[config.mk]
export PLATFORM = sky130hd
export DESIGN_NAME = axi_ddr3_traffic_gen
export DESIGN_NICKNAME = d
export VERILOG_FILES = /design/src/rtl/axi_ddr3_traffic_gen.sv
export SDC_FILE = /design/constraint.sdc
export NUM_CORES = 1
export LEC_CHECK = 0
export ABC_AREA = 1
export CAP_MARGIN = 10
export CORE_ASPECT_RATIO = 0.9
export CORE_MARGIN = 2
export CORE_UTILIZATION = 52
export DETAILED_ROUTE_END_ITERATION = 8
export PLACE_DENSITY = 0.85
export REMOVE_ABC_BUFFERS = 1
export SLEW_MARGIN = 10
export SYNTH_ARGS = -nofsm -noshare
export SYNTH_HDL_FRONTEND = slang
export SYNTH_SLANG_ARGS = --single-unit
[constraint.sdc]
create_clock -name clock -period 4.72 [get_ports clock]
set_clock_uncertainty 0.1 [all_clocks]
set_input_delay 0.708 -clock clock [delete_from_list [all_inputs] [get_ports clock]]
set_output_delay 0.708 -clock clock [all_outputs]
set_load 0.005 [all_outputs]
[src/rtl/axi_ddr3_traffic_gen.sv]
// AXI4 write/read-back traffic generator with LFSR data and a saturating error counter.
// Optional build macro TRAFFIC_GEN_LOOP_EN: continuous passes while start_i stays high.
module axi_ddr3_traffic_gen #(
  parameter int unsigned       WIDTH      = 32,
  parameter int unsigned       ADDRS      = 27,
  parameter int unsigned       REQID      = 4,
  parameter int unsigned       BURST_LEN  = 4,
  parameter int unsigned       NUM_BURSTS = 16,
  parameter logic [ADDRS-1:0]  BASE_ADDR  = '0,
  parameter logic [31:0]       SEED       = 32'hACE1_2024
) (
  input  logic                 clock,
  input  logic                 reset_n,
  input  logic                 start_i,
  output logic                 busy_o,
  output logic                 done_o,
  output logic                 pass_o,
  output logic [15:0]          err_count_o,
  output logic                 axi_awvalid_o,
  input  logic                 axi_awready_i,
  output logic [ADDRS-1:0]     axi_awaddr_o,
  output logic [REQID-1:0]     axi_awid_o,
  output logic [7:0]           axi_awlen_o,
  output logic [1:0]           axi_awburst_o,
  output logic                 axi_wvalid_o,
  input  logic                 axi_wready_i,
  output logic                 axi_wlast_o,
  output logic [WIDTH/8-1:0]   axi_wstrb_o,
  output logic [WIDTH-1:0]     axi_wdata_o,
  input  logic                 axi_bvalid_i,
  output logic                 axi_bready_o,
  input  logic [1:0]           axi_bresp_i,
  input  logic [REQID-1:0]     axi_bid_i,
  output logic                 axi_arvalid_o,
  input  logic                 axi_arready_i,
  output logic [ADDRS-1:0]     axi_araddr_o,
  output logic [REQID-1:0]     axi_arid_o,
  output logic [7:0]           axi_arlen_o,
  output logic [1:0]           axi_arburst_o,
  input  logic                 axi_rvalid_i,
  output logic                 axi_rready_o,
  input  logic                 axi_rlast_i,
  input  logic [1:0]           axi_rresp_i,
  input  logic [REQID-1:0]     axi_rid_i,
  input  logic [WIDTH-1:0]     axi_rdata_i
);

  localparam int unsigned STRB_W      = WIDTH / 8;
  localparam int unsigned BURST_BYTES = BURST_LEN * STRB_W;
  localparam int unsigned BEAT_W      = (BURST_LEN > 1) ? $clog2(BURST_LEN) : 1;
  localparam int unsigned IDX_NEED    = (NUM_BURSTS > 1) ? $clog2(NUM_BURSTS) : 1;
  localparam int unsigned IDX_W       = (IDX_NEED > REQID) ? IDX_NEED : REQID;
  localparam int unsigned REPS        = (WIDTH + 31) / 32;
  localparam logic [BEAT_W-1:0] LAST_BEAT = BEAT_W'(BURST_LEN - 1);
  localparam logic [IDX_W-1:0]  LAST_IDX  = IDX_W'(NUM_BURSTS - 1);
  localparam logic [31:0]       POLY      = 32'h8020_0003;

  typedef enum logic [2:0] {
    S_IDLE, S_WR_ADDR, S_WR_DATA, S_WR_RESP, S_RD_ADDR, S_RD_DATA, S_DONE
  } state_e;

  state_e             state_q, state_d;
  logic [31:0]        lfsr_q, lfsr_d;
  logic [IDX_W-1:0]   idx_q, idx_d;
  logic [ADDRS-1:0]   addr_q, addr_d;
  logic [BEAT_W-1:0]  beat_q, beat_d;
  logic [15:0]        err_q, err_d;
  logic               drain_q, drain_d;
  logic               busy_q, busy_d;
  logic               done_q, done_d;
  logic               pass_q, pass_d;
  logic               awvalid_q, awvalid_d;
  logic               wvalid_q, wvalid_d;
  logic               wlast_q, wlast_d;
  logic               bready_q, bready_d;
  logic               arvalid_q, arvalid_d;
  logic               rready_q, rready_d;
  logic               beat_bad, rd_end;
  logic [31:0]        pass_seed;

  // Galois form of x^32+x^22+x^2+x+1, shifting right.
  function automatic logic [31:0] lfsr_step(input logic [31:0] s);
    return {1'b0, s[31:1]} ^ (s[0] ? POLY : 32'h0);
  endfunction

  function automatic logic [WIDTH-1:0] lfsr_data(input logic [31:0] s);
    logic [REPS*32-1:0] rep;
    rep = {REPS{s}};
    return rep[WIDTH-1:0];
  endfunction

  function automatic logic [15:0] sat_inc(input logic [15:0] c);
    return (c == 16'hFFFF) ? c : c + 16'd1;
  endfunction

`ifdef TRAFFIC_GEN_LOOP_EN
  logic [31:0] seed_q, seed_d;
  assign pass_seed = seed_q;
`else
  assign pass_seed = SEED;
`endif

  always_comb begin
    state_d  = state_q;
    lfsr_d   = lfsr_q;
    idx_d    = idx_q;
    addr_d   = addr_q;
    beat_d   = beat_q;
    err_d    = err_q;
    drain_d  = drain_q;
    done_d   = done_q;
    beat_bad = 1'b0;
    rd_end   = 1'b0;
`ifdef TRAFFIC_GEN_LOOP_EN
    seed_d   = seed_q;
`endif
    case (state_q)
      S_IDLE: begin
        if (start_i) begin
          state_d = S_WR_ADDR;
          lfsr_d  = SEED;
          idx_d   = '0;
          addr_d  = BASE_ADDR;
          beat_d  = '0;
          err_d   = '0;
          drain_d = 1'b0;
          done_d  = 1'b0;
`ifdef TRAFFIC_GEN_LOOP_EN
          seed_d  = SEED;
`endif
        end
      end
      S_WR_ADDR: if (axi_awready_i) state_d = S_WR_DATA;
      S_WR_DATA: begin
        if (axi_wready_i) begin
          lfsr_d = lfsr_step(lfsr_q);
          if (beat_q == LAST_BEAT) begin
            beat_d  = '0;
            state_d = S_WR_RESP;
          end else begin
            beat_d = beat_q + 1'b1;
          end
        end
      end
      S_WR_RESP: begin
        if (axi_bvalid_i) begin
          if ((axi_bresp_i != 2'b00) || (axi_bid_i != idx_q[REQID-1:0])) err_d = sat_inc(err_q);
          if (idx_q == LAST_IDX) begin
            idx_d   = '0;
            addr_d  = BASE_ADDR;
            lfsr_d  = pass_seed;
            state_d = S_RD_ADDR;
          end else begin
            idx_d   = idx_q + 1'b1;
            addr_d  = addr_q + ADDRS'(BURST_BYTES);
            state_d = S_WR_ADDR;
          end
        end
      end
      S_RD_ADDR: if (axi_arready_i) state_d = S_RD_DATA;
      S_RD_DATA: begin
        // After an early rlast, step the LFSR over the missing beats so later bursts stay aligned.
        if (drain_q) begin
          lfsr_d = lfsr_step(lfsr_q);
          if (beat_q == LAST_BEAT) begin
            drain_d = 1'b0;
            beat_d  = '0;
            rd_end  = 1'b1;
          end else begin
            beat_d = beat_q + 1'b1;
          end
        end else if (axi_rvalid_i) begin
          beat_bad = (axi_rdata_i != lfsr_data(lfsr_q)) || (axi_rresp_i != 2'b00) ||
                     (axi_rid_i != idx_q[REQID-1:0]) || (axi_rlast_i != (beat_q == LAST_BEAT));
          if (beat_bad) err_d = sat_inc(err_q);
          lfsr_d = lfsr_step(lfsr_q);
          if (beat_q == LAST_BEAT) begin
            beat_d = '0;
            rd_end = 1'b1;
          end else begin
            beat_d  = beat_q + 1'b1;
            drain_d = axi_rlast_i;
          end
        end
        if (rd_end) begin
          if (idx_q == LAST_IDX) begin
            state_d = S_DONE;
          end else begin
            idx_d   = idx_q + 1'b1;
            addr_d  = addr_q + ADDRS'(BURST_BYTES);
            state_d = S_RD_ADDR;
          end
        end
      end
      S_DONE: begin
`ifdef TRAFFIC_GEN_LOOP_EN
        if (start_i) begin
          state_d = S_WR_ADDR;
          idx_d   = '0;
          addr_d  = BASE_ADDR;
          beat_d  = '0;
          seed_d  = lfsr_q;
        end else begin
          state_d = S_IDLE;
        end
`else
        state_d = S_IDLE;
`endif
      end
      default: state_d = S_IDLE;
    endcase

    awvalid_d = (state_d == S_WR_ADDR);
    wvalid_d  = (state_d == S_WR_DATA);
    wlast_d   = wvalid_d && (beat_d == LAST_BEAT);
    bready_d  = (state_d == S_WR_RESP);
    arvalid_d = (state_d == S_RD_ADDR);
    rready_d  = (state_d == S_RD_DATA) && !drain_d;
`ifdef TRAFFIC_GEN_LOOP_EN
    busy_d    = (state_d != S_IDLE);
    done_d    = (state_d == S_DONE);
`else
    busy_d    = (state_d != S_IDLE) && (state_d != S_DONE);
    if (state_d == S_DONE) done_d = 1'b1;
`endif
    pass_d    = done_d && (err_d == 16'd0);
  end

  always_ff @(posedge clock or negedge reset_n) begin
    if (!reset_n) begin
      state_q   <= S_IDLE;
      lfsr_q    <= SEED;
      idx_q     <= '0;
      addr_q    <= BASE_ADDR;
      beat_q    <= '0;
      err_q     <= '0;
      drain_q   <= 1'b0;
      busy_q    <= 1'b0;
      done_q    <= 1'b0;
      pass_q    <= 1'b0;
      awvalid_q <= 1'b0;
      wvalid_q  <= 1'b0;
      wlast_q   <= 1'b0;
      bready_q  <= 1'b0;
      arvalid_q <= 1'b0;
      rready_q  <= 1'b0;
`ifdef TRAFFIC_GEN_LOOP_EN
      seed_q    <= SEED;
`endif
    end else begin
      state_q   <= state_d;
      lfsr_q    <= lfsr_d;
      idx_q     <= idx_d;
      addr_q    <= addr_d;
      beat_q    <= beat_d;
      err_q     <= err_d;
      drain_q   <= drain_d;
      busy_q    <= busy_d;
      done_q    <= done_d;
      pass_q    <= pass_d;
      awvalid_q <= awvalid_d;
      wvalid_q  <= wvalid_d;
      wlast_q   <= wlast_d;
      bready_q  <= bready_d;
      arvalid_q <= arvalid_d;
      rready_q  <= rready_d;
`ifdef TRAFFIC_GEN_LOOP_EN
      seed_q    <= seed_d;
`endif
    end
  end

  assign busy_o        = busy_q;
  assign done_o        = done_q;
  assign pass_o        = pass_q;
  assign err_count_o   = err_q;
  assign axi_awvalid_o = awvalid_q;
  assign axi_awaddr_o  = addr_q;
  assign axi_awid_o    = idx_q[REQID-1:0];
  assign axi_awlen_o   = 8'(BURST_LEN - 1);
  assign axi_awburst_o = 2'b01;
  assign axi_wvalid_o  = wvalid_q;
  assign axi_wlast_o   = wlast_q;
  assign axi_wstrb_o   = {STRB_W{1'b1}};
  assign axi_wdata_o   = lfsr_data(lfsr_q);
  assign axi_bready_o  = bready_q;
  assign axi_arvalid_o = arvalid_q;
  assign axi_araddr_o  = addr_q;
  assign axi_arid_o    = idx_q[REQID-1:0];
  assign axi_arlen_o   = 8'(BURST_LEN - 1);
  assign axi_arburst_o = 2'b01;
  assign axi_rready_o  = rready_q;

endmodule
Word-level counts from Yosys, hierarchy flattened
Cells that the tools add are included.
- input bits: 53
- register bits after elaboration: 94
- word-level logic and storage cells: 123
- output and inout port bits: 143
- equality and inequality tests: 27
- $add $sub $neg: 4
- reductions and logical operators: 18
- bitwise operators: 1
- mux-type cells: 57
- operator list (operator ; count):
    two-way mux 32 bit ; 7
    two-way mux 27 bit ; 5
    one-hot mux 32 bit (4 select lines) ; 1
    two-way mux 16 bit ; 7
    one-hot mux 27 bit (3 select lines) ; 1
    one-hot mux 16 bit (3 select lines) ; 1
    != test 32 bit ; 1
    XOR 31 x 32 -> 32 bit ; 1
    adder 27 x 5 -> 27 bit, second input constant ; 1
    two-way mux 3 bit ; 8
    two-way mux 4 bit ; 5
    one-hot mux 3 bit (6 select lines) ; 1
    adder 16 x 1 -> 16 bit, second input constant ; 1
    == test 16 bit, second input constant ; 1
    logical NOT 16 bit ; 1
    == test 3 bit, second input constant ; 5
    == test 3 x 2 -> 1 bit, second input constant ; 4
    two-way mux 1 bit ; 12
    two-way mux 2 bit ; 6
    != test 2 bit, second input constant ; 6
    one-hot mux 4 bit (3 select lines) ; 1
    != test 4 bit ; 2
    == test 3 x 1 -> 1 bit, second input constant ; 2
    != test 3 bit, second input constant ; 2
    16 further kinds ; 25

Longest topological paths before layout
Gate-level depths: netlist of run 1.
- word-level depth: 10
- gate-level depth with buffers: 20
- depth with buffers taken out: 20

Worst setup path after synthesis of run 1
No wires, ideal clock.
- kind: input to register
- start point: input axi_rlast_i
- end point: register pass_q (netlist: pass_o)
- arrival: 2212 ps
- setup slack: 2337 ps
- setup time: 71 ps
- data required time: 4549 ps
- cell stages on the path: 17
- path through: ha_1 > nand2_1 > nor2_1 > nand2_1 > nor2_1 > nand2_1 > nor2_1 > nand2_2 > nand3_4 > nand2_1 > nand3_1 > nand3_1 > nor2_1 > nand2_1 > nor2_1 > nand2_1 > nor2_1
- word-level cells in the longest chain between the ends: 8
- ends and longest elaborated chain (item ; line ; text):
    start: declaration ; 42 ; input logic axi_rlast_i,
    != test 1 bit ; 174 ; (axi_rid_i != idx_q[REQID-1:0]) || (axi_rlast_i != (beat_q == LAST_BEAT));
    logical OR 1 bit ; 174 ;
    two-way mux 16 bit ; 175 ; if (beat_bad) err_d = sat_inc(err_q);
    two-way mux 16 bit ; 172 ; end else if (axi_rvalid_i) begin
    two-way mux 16 bit ; 163 ; if (drain_q) begin
    one-hot mux 16 bit (3 select lines) ; 117 ; case (state_q)
    net err_d[10] ; 67 ; logic [15:0] err_q, err_d;
    logical NOT 16 bit ; 226 ; pass_d = done_d && (err_d == 16'd0);
    logical AND 1 bit ; 226 ;
    net pass_d ; 71 ; logic pass_q, pass_d;
    end signal: assignment ; 260 ; pass_q <= pass_d;
    end: declaration ; 71 ;
The timed path passes the listed nets, and every way through them passes these cells.
A chain may end at the register's enable or synchronous reset.

Worst setup path in the final report of run 1
- start point: register state_q[2]
- end point: register addr_q[14] (netlist: axi_araddr_o[14])
- word-level cells in the longest chain between the ends: 3
- elaborated cells on any way between the ends: 10
- classes of those cells: 6 x eq/ne; 1 x mux; 3 x reduce/logical
- ends and longest elaborated chain (item ; line ; text):
    start: declaration ; 62 ; state_e state_q, state_d;
    start signal: assignment ; 251 ; state_q <= state_d;
    == test 3 bit, or another cell as far along ; 117 ;
    != test 2 bit (no source line) or nonzero test 3 bit (tied branches) ; -- ;
    AND reduction 5 bit (no source line) ; -- ;
    end signal: assignment ; 254 ; addr_q <= addr_d;
    end: declaration ; 65 ; logic [ADDRS-1:0] addr_q, addr_d;
Several ways; a longest one is shown, not always the timed one.

==> reports/qor.txt, run 1 <==
Status: finished, final reports clean
Die Span Y: 110.0 um
Hold Fails Final Rpt: 0
First-pass iteration count of the detailed router: 6
Largest net degree at the start of global routing: 60
Via count: 6734
Die X: 121.8 um
Worst skew pair latency: 0.34 ns
Reg clk slew, reported paths: 0.07 ns
Synthesized area: 6494 um^2
Syn Inst Count: 958
Min-Delay Path Class: in -> async
Synth Area in Compound Gates: 12.02%
Crit path max-delay family: simple AND/OR/NAND/NOR gates
Max incr delay on CP: 0.79 ns
Critical path's most frequent cell: inv_1
Final Power: 0.003769 W
Total track usage: 28.06%
Netlist cell types: 49
Gpl congestion: 0.9457
CTS buffer count: 9
Simple-gate share of the synthesized area: 33.47%
Seq/Total Area, Yosys: 34.89%
Fmax: 0.2731 GHz
Leakage: 3.947 nW
Vias in the first global route: 6195
Initial antenna violation count: 0
Die area: 13400 um^2
Clock tree sinks: 90
CP max stage cell: nor2_1
Setup TNS: 0 ns
Critical path startpoint category: register
# IOs: 196
Clock root cell: clkbuf_16
Seq cells post-synth: 90
Total setup buffers inserted after CTS: 0
RSZ-0062 raised after global routing: no
Vias/cell: 5.396
TritonCTS clock tree: done
FF-to-FF setup slack: 1.06 ns
Nets: 1141
Syn avg cell area: 6.778 um^2
1st-iter DRT viols: 608
Adder-cell share of the synthesized area: 0.9634%
Maximum vdd drop: 0.2791 mV
Worst hold slack: 0.3188 ns
Post-cts gate resize count: 0
Post-synthesis mux area share: 0%
Tmin final: 3.662 ns
Worst Path Max Fanout: 20
Final Core Density: 68.01%
Grt total ovfl: 0
PortBufs: 163
Worst slew pin tran: 0.9721 ns
CP Cell Sequence: inv_1, nor2_2, nand2_2, inv_2, nor2_1, inv_1, nor2_1, inv_1, o21ai_0, a21oi_1
Post-Synth XOR/XNOR Area: 2.293%
Final period util: 77.58%
Max Buffers Root-to-Sink: 2
Area share of the leading cell type in the synthesized netlist: 30.44%
# rows: 38
Final Max Slew Viols: 0
Worst slew margin: 34.95%
DP HPWL: 13690 um
Critical path class: reg -> reg
Core Region: 12120 um^2
Routed Antenna Nets: 0
CTS HTree Levels: 3
DRC errors left: 0
Layout fillers: 1032
Largest family of logic cells by synthesized area: simple AND/OR/NAND/NOR gates
Buffers & Inverters on Critical Path: 4
Area contributors post-synth: dfrtp_1, nand2_1, inv_1, buf_4, nand3_1
Pwr/cell area: 457.1 nW/um^2
Global-route wire length before repair: 29800 um
Critical Path End Type: register
Share of cells above drive strength 1: 6.158%
Area growth syn-to-layout: 26.97%
Max-cap violations: 0
Routed WL per cell: 14.77 um
Antenna Cells: 0
Worst EP arrival: 3.78 ns
Worst path required time: 4.84 ns
Setup violators final: 0
Initial Util: 53.56%
Post-synth top area cell: dfrtp_1
Ys Warns: 0
CTS hold repair buffers: 0
Final wirelength: 18440 um
worst register-to-register path, cell delays in order, from the launching register on:
cell and delay [ns]:
dfrtp_1 0.39, inv_1 0.11, nor2_2 0.06, nand2_2 0.26, inv_2 0.23, nor2_1 0.79
inv_1 0.63, nor2_1 0.35, inv_1 0.32, o21ai_0 0.21, a21oi_1 0.09
power breakdown:
group	internal [W]	switching [W]
Clock	0.000470	0.000326
Combinational	0.000696	0.00103
Sequential	0.00100	0.000252
cell usage in the layout (no fill, tap or decap), types with 2 or more instances in the layout:
| cell | synthesis | final |
|---|---|---|
| nand2_1 | 257 | 257 |
| clkdlybuf4s50_1 | 0 | 162 |
| inv_1 | 127 | 127 |
| nor2_1 | 81 | 81 |
| dfrtp_1 | 79 | 79 |
| nand3_1 | 74 | 74 |
| o21ai_0 | 74 | 74 |
| a21oi_1 | 37 | 37 |
| conb_1 | 2 | 32 |
| nor3_1 | 21 | 21 |
| nand4_1 | 15 | 15 |
| xor2_1 | 15 | 15 |
| o211ai_1 | 11 | 11 |
| dfstp_2 | 11 | 11 |
| clkbuf_16 | 0 | 9 |
| inv_2 | 7 | 7 |
| nor2_2 | 6 | 6 |
| nand2_2 | 5 | 5 |
| nand3b_1 | 5 | 5 |
| nor4_1 | 5 | 5 |
| ha_1 | 5 | 5 |
| o31ai_1 | 4 | 4 |
| buf_4 | 59 | 4 |
| o21bai_2 | 2 | 2 |
| clkinv_1 | 2 | 2 |
| nor3_2 | 2 | 2 |
| nand3_2 | 2 | 2 |
| nand3_4 | 2 | 2 |
| and3_1 | 2 | 2 |
| a31oi_1 | 2 | 2 |
| nand4_4 | 2 | 2 |
| nor3b_1 | 2 | 2 |
| xnor2_1 | 2 | 2 |
| clkinv_2 | 1 | 2 |
| bufinv_16 | 0 | 2 |
final timing paths:
check / cells after the start / endpoint / startpoint
max in group asynchronous: 2 / axi_wdata_o[13] / reset_n
max reg2reg: 10 / axi_araddr_o[14] / state_q[2]
min in group clock: 2 / axi_wdata_o[31] / axi_wdata_o[31]
min reg2reg: 2 / axi_wdata_o[31] / axi_wdata_o[31]
max: 10 / axi_araddr_o[14] / state_q[2]
min: 1 / axi_araddr_o[4] / reset_n
Yosys cell counts, drive strengths merged:
library cell and n:
a21boi 2, a21o 1, a21oi 37, a2bb2oi 1, a31oi 2, and3 2
buf 68, clkbuf 14, clkinv 3, conb 2, dfrtp 79, dfstp 11
ha 5, inv 134, nand2 262, nand3 78, nand3b 5, nand4 18
nor2 88, nor3 24, nor3b 2, nor4 5, o211ai 11, o21ai 75
o21bai 3, o221a 1, o22ai 1, o2bb2ai 1, o31ai 4, or2 2
xnor2 2, xor2 15
metal layers:
metal	global-route usage [%]	part of all wire [%]	up-vias
met1	37.91	43	3067
met2	46.57	46	374
li1	-	-	3249
met4	9.278	2.4	0
met5	0	0	-
met3	4.218	8.1	44
stage by stage:
step           cell area (um^2)  std cells  setup slack [ns]
6_report                   8245       1248             1.058
4_1_cts                    8245       1248             1.085
2_1_floorplan              6067        906             2.245
5_1_grt                    8245       1248            0.6718
3_3_place_gp               7919       1232             1.304
3_5_place_dp               7919       1232             1.100
cell type report:
cell class | count | area [um^2] | share of cell area (%)
clock buffer | 9 | 225.2 | 2.731
inverter | 137 | 515.5 | 6.252
tap | 160 | 200.2 | 2.428
sequential | 90 | 2266 | 27.48
timing repair buffer | 166 | 1652 | 20.03
multi-input combinational | 679 | 3286 | 39.85
clock inverter | 7 | 101.3 | 1.229
registers in the layout, summed over array words and instances, names as in the netlist:
register	count
axi_araddr_o	23
drain_q	1
beat_q	2
busy_o	1
axi_arid_o	4
axi_wlast_o	1
state_q	3
pass_o	1
axi_wvalid_o	1
axi_arvalid_o	1
axi_bready_o	1
axi_rready_o	1
err_count_o	16
axi_wdata_o	32
axi_awvalid_o	1
done_o	1
cell families after synthesis:
group,count (synthesis)
and+or+nand+nor,486
buffers and inverters,219
AOI/OAI and AO/OA,139
DFF,90
xor gates and xnor gates,17
adders and majority gates,5
other,2
Power figures use the tool's default switching activity.
==> run 2, diff against run 1 <==
CORE_UTILIZATION = 44   (was 52)
PLACE_DENSITY = 0.77   (was 0.85)
clock period = 3.3 ns   (was 4.72 ns; I/O delays follow)
==> run 2 against run 1 <==
Effect of this change: first-iteration DRC count is 5.9% lower; non-clock buffer count is 12 higher; critical path depth stayed put; hold slack worse by 0.28 ns; routed wire length is 2.7% higher; design area is 1.6% higher; utilization is 10 points lower.
==> reports/qor.txt, run 2 (same netlist as run 1, synthesis figures left out) <==
Critical path startpoint category: register
Pwr/cell area: 646.8 nW/um^2
Critical Path End Type: register
Most frequent cells in the layout: nand2_1, clkdlybuf4s50_1, inv_1, nor2_1, dfrtp_1
Setup violators final: 0
Final setup margin: 0.3048 ns
Routed WL per cell: 14.59 um
Worst path required time: 3.47 ns
DRC errors left: 0
Fin area: 8376 um^2
Max FFs per register: 32
Nets: 1153
CTS buffer count: 9
Final std cells w/o fill: 1298
Worst Path Max Fanout: 17
Final Max Slew Viols: 0
Cell Area, Placed: 8056 um^2
TritonCTS clock tree: done
Hold Fails Final Rpt: 0
Clock root cell: clkbuf_16
# rows: 42
CTS HTree Levels: 3
1st-iter DRT viols: 572
Area growth syn-to-layout: 28.98%
Initial Util: 44.61%
Antenna Cells: 0
Pre-CTS setup slack: 0.2931 ns
# IOs: 196
Die X: 132.1 um
Fmax: 0.3339 GHz
DP HPWL: 14170 um
Global-route wire length before repair: 30620 um
PortBufs: 163
Register area: 2266 um^2
Core Region: 14560 um^2
First-pass iteration count of the detailed router: 9
Final wirelength: 18930 um
Status: finished, final reports clean
Routed Antenna Nets: 0
RSZ-0062 raised after global routing: no
Max-cap violations: 0
Die area: 15750 um^2
Largest net degree at the start of global routing: 60
Total track usage: 24.26%
Final Power: 0.005417 W
Final period util: 90.76%
Initial antenna violation count: 0
Worst EP arrival: 3.17 ns
Gpl congestion: 0.9070
Post-cts gate resize count: 0
Via count: 6599
Leakage: 4.001 nW
Total setup buffers inserted after CTS: 0
Area of the multi-input gates: 3286 um^2
Worst skew pair latency: 0.35 ns
Clock tree sinks: 90
Reg clk slew, reported paths: 0.06 ns
Min-Delay Path Class: in -> async
Commonest non-fill, non-tap cell in the layout: nand2_1
Tmin final: 2.995 ns
Setup TNS: 0 ns
Critical path class: reg -> reg
Maximum vdd drop: 0.3991 mV
Vias in the first global route: 6121
Grt total ovfl: 0
Max Buffers Root-to-Sink: 2
Share of cells above drive strength 1: 7.091%
Worst slew pin tran: 0.5785 ns
Die Span Y: 119.3 um
Layout fillers: 1360
Placed Cells: 1282
Vias/cell: 5.084
CTS hold repair buffers: 0
Worst slew margin: 61.39%
run 2: cell count changes in the layout (fill, tap and decap cells not counted), sizes merged:
cell / delta
buf: +12
clkbuf: +1
inv: -1
run 2: report_power, final:
part           internal [W]  leakage, nW  switching (W)
clock network      0.000667        0.153       0.000453
registers           0.00143         1.19       0.000338
logic               0.00105         2.65        0.00148
total               0.00315         4.00        0.00227
run 2: routing by layer:
metal | GRT usage (%) | vias up | routed length (um)
met4 | 8.288 | 0 | 404
met5 | 0 | - | 0
met1 | 32.73 | 3036 | 8401
met2 | 39.00 | 276 | 8812
met3 | 4.853 | 38 | 1314
li1 | - | 3249 | -
run 2: worst max-delay path: stages (launching register included):
cell and delay [ns]:
dfrtp_1 0.46, nor2_2 0.21, nand2_2 0.24, inv_2 0.36
o2bb2ai_1 0.22, a21oi_1 0.06, nand2_1 0.23, nor2_1 0.14
inv_1 0.46, o21ai_0 0.23, a21oi_1 0.19
run 2: path summary, 6_finish.rpt:
path / slack, ns / from / cells after the start / end
max: 0.30 / state_q[1] / 10 / axi_araddr_o[14]
min: 0.04 / reset_n / 1 / axi_wdata_o[3]
max reg2reg: 0.30 / state_q[1] / 10 / axi_araddr_o[14]
min reg2reg: 0.41 / axi_wdata_o[1] / 1 / axi_wdata_o[0]
max in group asynchronous: 2.24 / reset_n / 2 / axi_wdata_o[22]
min in group clock: 0.41 / axi_wdata_o[1] / 1 / axi_wdata_o[0]
run 2: final cells by class:
| class | instances | area share (%) |
|---|---|---|
| multi-input combinational | 679 | 39.23 |
| sequential | 90 | 27.05 |
| timing repair buffer | 178 | 20.79 |
| inverter | 137 | 6.155 |
| tap | 198 | 2.958 |
| clock buffer | 10 | 2.734 |
| clock inverter | 6 | 1.076 |
run 2: stage by stage:
stage | util (%) | hold slack (ns)
3_5_place_dp | 55.35 | 0.4001
4_1_cts | 57.54 | 0.05638
6_report | 57.54 | 0.03858
3_3_place_gp | 55.35 | 0.3906
5_1_grt | 57.54 | 0.09104
2_1_floorplan | - | 0.09941
==> run 3, diff against run 2 <==
CAP_MARGIN = 5   (was 10)
==> results of run 3 <==
No change in the layout: final DEF, timing and power equal those of run 2.
